[config.mk]
export PLATFORM = sky130hd
export DESIGN_NAME = ext_int_ctl
export DESIGN_NICKNAME = d
export VERILOG_FILES = /design/src/rtl/ext_int_ctl.sv
export SDC_FILE = /design/constraint.sdc
export NUM_CORES = 1
export LEC_CHECK = 0
export CELL_PAD_IN_SITES_DETAIL_PLACEMENT = 1
export CELL_PAD_IN_SITES_GLOBAL_PLACEMENT = 1
export CORE_MARGIN = 5
export CORE_UTILIZATION = 45
export CTS_BUF_LIST = sky130_fd_sc_hd__clkbuf_4
export CTS_CLUSTER_DIAMETER = 40
export DETAILED_ROUTE_END_ITERATION = 8
export PLACE_DENSITY_LB_ADDON = 0.1
export SETUP_SLACK_MARGIN = 0.05
export SLEW_MARGIN = 20
export SYNTH_ARGS = -nofsm -noshare
export SYNTH_HDL_FRONTEND = slang
export SYNTH_SLANG_ARGS = --single-unit
export TNS_END_PERCENT = 100
[constraint.sdc]
create_clock -name clk -period 25.4 [get_ports clk]
set_clock_uncertainty 0.2 [all_clocks]
set_input_delay 3.81 -clock clk [delete_from_list [all_inputs] [get_ports clk]]
set_output_delay 3.81 -clock clk [all_outputs]
set_load 0.01 [all_outputs]
[src/rtl/ext_int_ctl.sv]
// External interrupt controller: level/edge sources, priority arbitration, claim/complete.
// Latency: level src high -> exti high after 2 clock edges; register reads are combinational.
module ext_int_ctl #(
    parameter int NUM_SRC = 8,
    parameter int PRIO_W  = 3
) (
    input  logic               clk,
    input  logic               rst_n,
    input  logic [NUM_SRC-1:0] src,
    input  logic [5:0]         reg_addr,
    input  logic               reg_read,
    input  logic               reg_write,
    input  logic [31:0]        reg_wdata,
    output logic [31:0]        reg_rdata,
    output logic               exti
);
    localparam int ID_W = $clog2(NUM_SRC + 1);

    logic [NUM_SRC-1:0] r_src_q;
    logic [NUM_SRC:1]   r_pending;
    logic [NUM_SRC:1]   r_in_service;
    logic [NUM_SRC:1]   r_enable;
    logic [NUM_SRC:1]   r_edge;
    logic [PRIO_W-1:0]  r_threshold;
    logic [PRIO_W-1:0]  r_prio [1:NUM_SRC];
    logic [ID_W-1:0]    r_best_id;
    logic               r_exti;

    logic [ID_W-1:0]    w_arb_id;
    logic [PRIO_W-1:0]  w_arb_prio;
    logic [ID_W-1:0]    w_claim_id;
    logic               w_claim_fire;
    logic               w_complete;
    logic [NUM_SRC:1]   w_pending_nxt;
    logic [NUM_SRC:1]   w_in_service_nxt;

    // Ascending scan with strict '>' gives ties to the lowest ID; prio > threshold implies prio != 0.
    always_comb begin
        w_arb_id   = '0;
        w_arb_prio = '0;
        for (int i = 1; i <= NUM_SRC; i++) begin
            if (r_pending[i] && r_enable[i] && (r_prio[i] > r_threshold) && (r_prio[i] > w_arb_prio)) begin
                w_arb_id   = ID_W'(i);
                w_arb_prio = r_prio[i];
            end
        end
    end

    // best_id can be one cycle stale after a claim, so qualify it with the live pending bit.
    always_comb begin
        w_claim_id = '0;
        for (int i = 1; i <= NUM_SRC; i++) begin
            if ((r_best_id == ID_W'(i)) && r_pending[i]) begin
                w_claim_id = r_best_id;
            end
        end
    end

    assign w_claim_fire = reg_read && (reg_addr == 6'h00) && (w_claim_id != '0);
    assign w_complete   = reg_write && (reg_addr == 6'h00);

    // Edge set beats a claim clear; a claim suppresses the level re-set in its own cycle.
    always_comb begin
        w_pending_nxt    = '0;
        w_in_service_nxt = '0;
        for (int i = 1; i <= NUM_SRC; i++) begin
            w_pending_nxt[i] = (r_edge[i] && src[i-1] && !r_src_q[i-1])
                             || ((r_pending[i] || (!r_edge[i] && src[i-1] && !r_in_service[i]))
                                 && !(w_claim_fire && (w_claim_id == ID_W'(i))));
            w_in_service_nxt[i] = (r_in_service[i] || (w_claim_fire && (w_claim_id == ID_W'(i))))
                                && !(w_complete && (reg_wdata == 32'(i)));
        end
    end

    always_ff @(posedge clk) begin
        if (!rst_n) begin
            r_src_q      <= '0;
            r_pending    <= '0;
            r_in_service <= '0;
            r_enable     <= '0;
            r_edge       <= '0;
            r_threshold  <= '0;
            r_best_id    <= '0;
            r_exti       <= 1'b0;
            for (int i = 1; i <= NUM_SRC; i++) begin
                r_prio[i] <= '0;
            end
        end else begin
            r_src_q      <= src;
            r_pending    <= w_pending_nxt;
            r_in_service <= w_in_service_nxt;
            r_best_id    <= w_arb_id;
            r_exti       <= (w_arb_id != '0);
            if (reg_write) begin
                case (reg_addr)
                    6'h01:   r_threshold <= reg_wdata[PRIO_W-1:0];
                    6'h02:   r_enable    <= reg_wdata[NUM_SRC:1];
                    6'h03:   r_edge      <= reg_wdata[NUM_SRC:1];
                    default: ;
                endcase
                for (int i = 1; i <= NUM_SRC; i++) begin
                    if (reg_addr == 6'(32 + i)) begin
                        r_prio[i] <= reg_wdata[PRIO_W-1:0];
                    end
                end
            end
        end
    end

    always_comb begin
        reg_rdata = '0;
        case (reg_addr)
            6'h00:   reg_rdata = 32'(w_claim_id);
            6'h01:   reg_rdata = 32'(r_threshold);
            6'h02:   reg_rdata = 32'({r_enable, 1'b0});
            6'h03:   reg_rdata = 32'({r_edge, 1'b0});
            6'h04:   reg_rdata = 32'({r_pending, 1'b0});
            default: begin
                for (int i = 1; i <= NUM_SRC; i++) begin
                    if (reg_addr == 6'(32 + i)) begin
                        reg_rdata = 32'(r_prio[i]);
                    end
                end
            end
        endcase
    end

    assign exti = r_exti;

endmodule

==> flow_metrics.py <==
metrics = {
    "power": {
        "leakage_nw": 2.28,
        "ir_drop_uv": 26.6,
        "powerDensity_mw_per_mm2": 37.8,
    },
    "global_route": {
        "grt_remaining_overflow": 0,
        "grt_pass1_wl_mm": 26.6,
        "antenna_found_initial": 0,
        "grt_max_degree": 56,
        "grt_pass1_vias": 5277,
        "grt_usage_pct": 23.7,
    },
    "setup_path": {
        "critPathLaunchType": "flip-flop",
        "cp_max_fo": 8,
        "r2r_cells": 47,
        "slowest_delay_ns": 0.50,
        "cp.arrival_ns": 11.33,
        "r2r_start": "r_threshold[1]",
        "worst_ep_required_time_ns": 25.54,
        "path_common_cell": "ha_1",
        "slowest_stage": "o31ai_1",
        "end_kind": "flip-flop",
        "worstSetupPathType": "reg -> reg",
        "rr_endpoint": "r_best_id[1]",
        "reg2reg_slack_ns": 14.20,
    },
    "yosys": {
        "synthFlopType": "dfxtp_1",
        "syn_avg_cell_area_um2": 8.39,
        "yosysSeqAreaShare_pct": 32.2,
        "yosysUniqueCellTypes": 61,
        "yosysMostFrequentCell": "nand2_1",
        "async_reset_ff_share_pct": 0,
        "yosys.area_share.xor_xnor_pct": 0,
        "synth_edf_count": 24,
        "synth_area_leaders": "dfxtp_1 (18%), edfxtp_1 (14%), ha_1 (9.8%)",
        "yosys_register_bits": 72,
        "synth-compound-area-share_pct": 20.8,
        "yosys.area_share.simple_pct": 27.6,
        "syn_inst": 622,
        "yosys-top-cells-count": "nand2_1 (75), dfxtp_1 (48), ha_1 (41)",
        "synth_mux_area_share_pct": 3.28,
        "ys_warn_count": 0,
        "synth_top_family_by_area": "simple AND/OR/NAND/NOR gates",
        "synth_fa_ha_area_share_pct": 9.83,
        "yosysTopAreaCell": "dfxtp_1",
        "synth_area_mm2": 0.00522,
        "synth_top_area_share_pct": 18.4,
    },
    "route": {
        "firstDrtPassIters": 4,
        "vias": 4869,
        "finalWirelength_mm": 16.5,
        "drt-initial-drc-count": 293,
        "routedWlPerCell_um": 20.1,
        "drc_errors": 0,
        "ant_nets": 0,
        "viasPerCell": 5.93,
    },
    "clock_network": {
        "cts_buffer_depth": 2,
        "cts_max_level": 3,
        "postCtsSetupRepairBufs": 0,
        "cts_tree": "done",
        "numCtsBuffers": 9,
        "cts.repair.resized": 0,
        "clk_pin_slew_worst_paths_ns": 0.12,
        "postCtsHoldBufs": 0,
        "clkSinkCount": 72,
        "root_buffer": "clkbuf_4",
        "clk_latency_ns": 0.45,
    },
    "timing": {
        "clock.fmax_mhz": 89.3,
        "fin_setup_tns_ns": 0,
        "relSlewSlack_pct": 36.0,
        "layout_worst_path_cycle_share_pct": 44.1,
        "period_minus_slack_ns": 11.20,
        "setup-violations-final": 0,
        "holdWs_ns": 0.294,
        "worst_slew_pin_slew_ns": 0.953,
        "slew_viol_final": 0,
        "rsz0062_at_grt": "no",
        "finalHoldViolations": 0,
    },
    "finish": {
        "syn_to_final_growth_pct": 14.1,
        "multiInputGateArea_mm2": 0.00330,
        "diodes": 0,
        "design_area_mm2": 0.00595,
        "n_fill_cell": 1398,
        "nets": 764,
        "stdcell_count": 821,
        "utilization_pct": 52.4,
        "regArea_mm2": 0.00168,
        "drive_gt1_share_pct": 6.05,
    },
    "floorplan": {
        "core.rowCount": 39,
        "initial_utilization_pct": 45.9,
        "die_h_um": 118,
        "ios": 83,
        "coreArea_mm2": 0.0114,
        "chipWidth_um": 118,
        "dieArea_mm2": 0.0139,
    },
    "worst_hold_path": {
        "hold_end": "r_enable[5]",
        "min_path_cells": 2,
        "min_from": "r_enable[5]",
        "hold_class": "reg -> reg",
    },
    "placed_design": {
        "place.gp.congestion": 0.857,
        "dpl.hpwl_mm": 13.0,
        "io_buffers": 59,
        "place_area_mm2": 0.00585,
        "placed_cells": 805,
    },
    "flow_run": {
        "maxCapViolations": 0,
    },
    "outcome": {
        "run_status": "completed",
    },
}
-- stage by stage --
stage / power [mW] / setup WS [ns]
final: 0.225 / 14.20
after detailed placement: 0.165 / 14.30
after CTS: 0.227 / 14.18
after global routing: 0.235 / 13.30
after floorplan: 0.150 / 15.93
after global placement: 0.163 / 14.37
-- sequential cells by signal, summed over array words and instances, names as in the netlist --
| register | count |
|---|---|
| exti | 1 |
| r_best_id | 4 |
| r_edge | 8 |
| r_enable | 8 |
| r_in_service | 8 |
| r_pending | 8 |
| r_prio | 24 |
| r_src_q | 8 |
| r_threshold | 3 |
-- power breakdown --
part	switching (mW)	total, mW	internal, mW
Combinational	0.0186	0.0346	0.0160
Clock	0.0435	0.0627	0.0193
Sequential	0.00531	0.128	0.123
Total	0.0674	0.225	0.158
-- area by class of cell --
type / instances / share of cell area (%)
Multi-Input combinational cell: 509 / 55.4
Sequential cell: 72 / 28.2
Timing Repair Buffer: 63 / 10.4
Tap cell: 143 / 3.01
Clock buffer: 9 / 1.13
Inverter: 18 / 1.13
Clock inverter: 7 / 0.631
-- worst max-delay path, delay by kind of cell (launching register included) --
kind	cells	cell delay, ns
and+or+nand+nor	20	3.27
AOI/OAI and AO/OA	16	3.57
muxes	2	0.69
adders and majority gates	8	2.57
DFF	1	0.36
buffers and inverters	1	0.40
-- per-layer routing --
metal / global-route usage (%) / part of all wire, %
met3: 4.47 / 5.0
met4: 9.10 / 2.8
met2: 42.4 / 50
met5: 0 / 0
met1: 27.9 / 42
-- layout by cell type (no fill, tap or decap), types with 8 or more instances in the layout --
master,count
a21boi_0,24
a21oi_1,21
a22oi_1,18
a31oi_1,8
and2_1,28
and3_1,22
clkbuf_4,9
clkdlybuf4s50_1,59
conb_1,23
dfxtp_1,48
edfxtp_1,24
ha_1,41
inv_1,18
mux2i_1,10
nand2_1,75
nand2b_1,14
nand3_1,37
nand3b_1,9
nor2_1,30
nor2b_1,21
nor3_1,11
nor4_1,10
o21ai_0,37
-- kinds of logic (layout without fill, tap and decap cells) --
logic type,count (synthesis),in the layout
fa+ha+maj,41,41
compound gates,152,152
other cells,1,23
buf+inv,63,97
simple gates,277,277
mux,16,16
flops,72,72
-- worst max-delay path by stage --
stage / depth (start not counted) / slack [ns] / start / endpoint
after floorplan: 6 / 15.93 / reg_addr[1] / reg_rdata[2]
final: 47 / 14.20 / r_threshold[1] / r_best_id[1]
after global routing: 47 / 13.30 / r_threshold[1] / r_best_id[0]
after CTS: 47 / 14.18 / r_threshold[1] / r_best_id[1]
after global placement: 8 / 14.37 / reg_addr[5] / reg_rdata[1]
after detailed placement: 47 / 14.30 / r_threshold[1] / r_best_id[1]
Note: power is estimated with default switching activity, not from simulation.
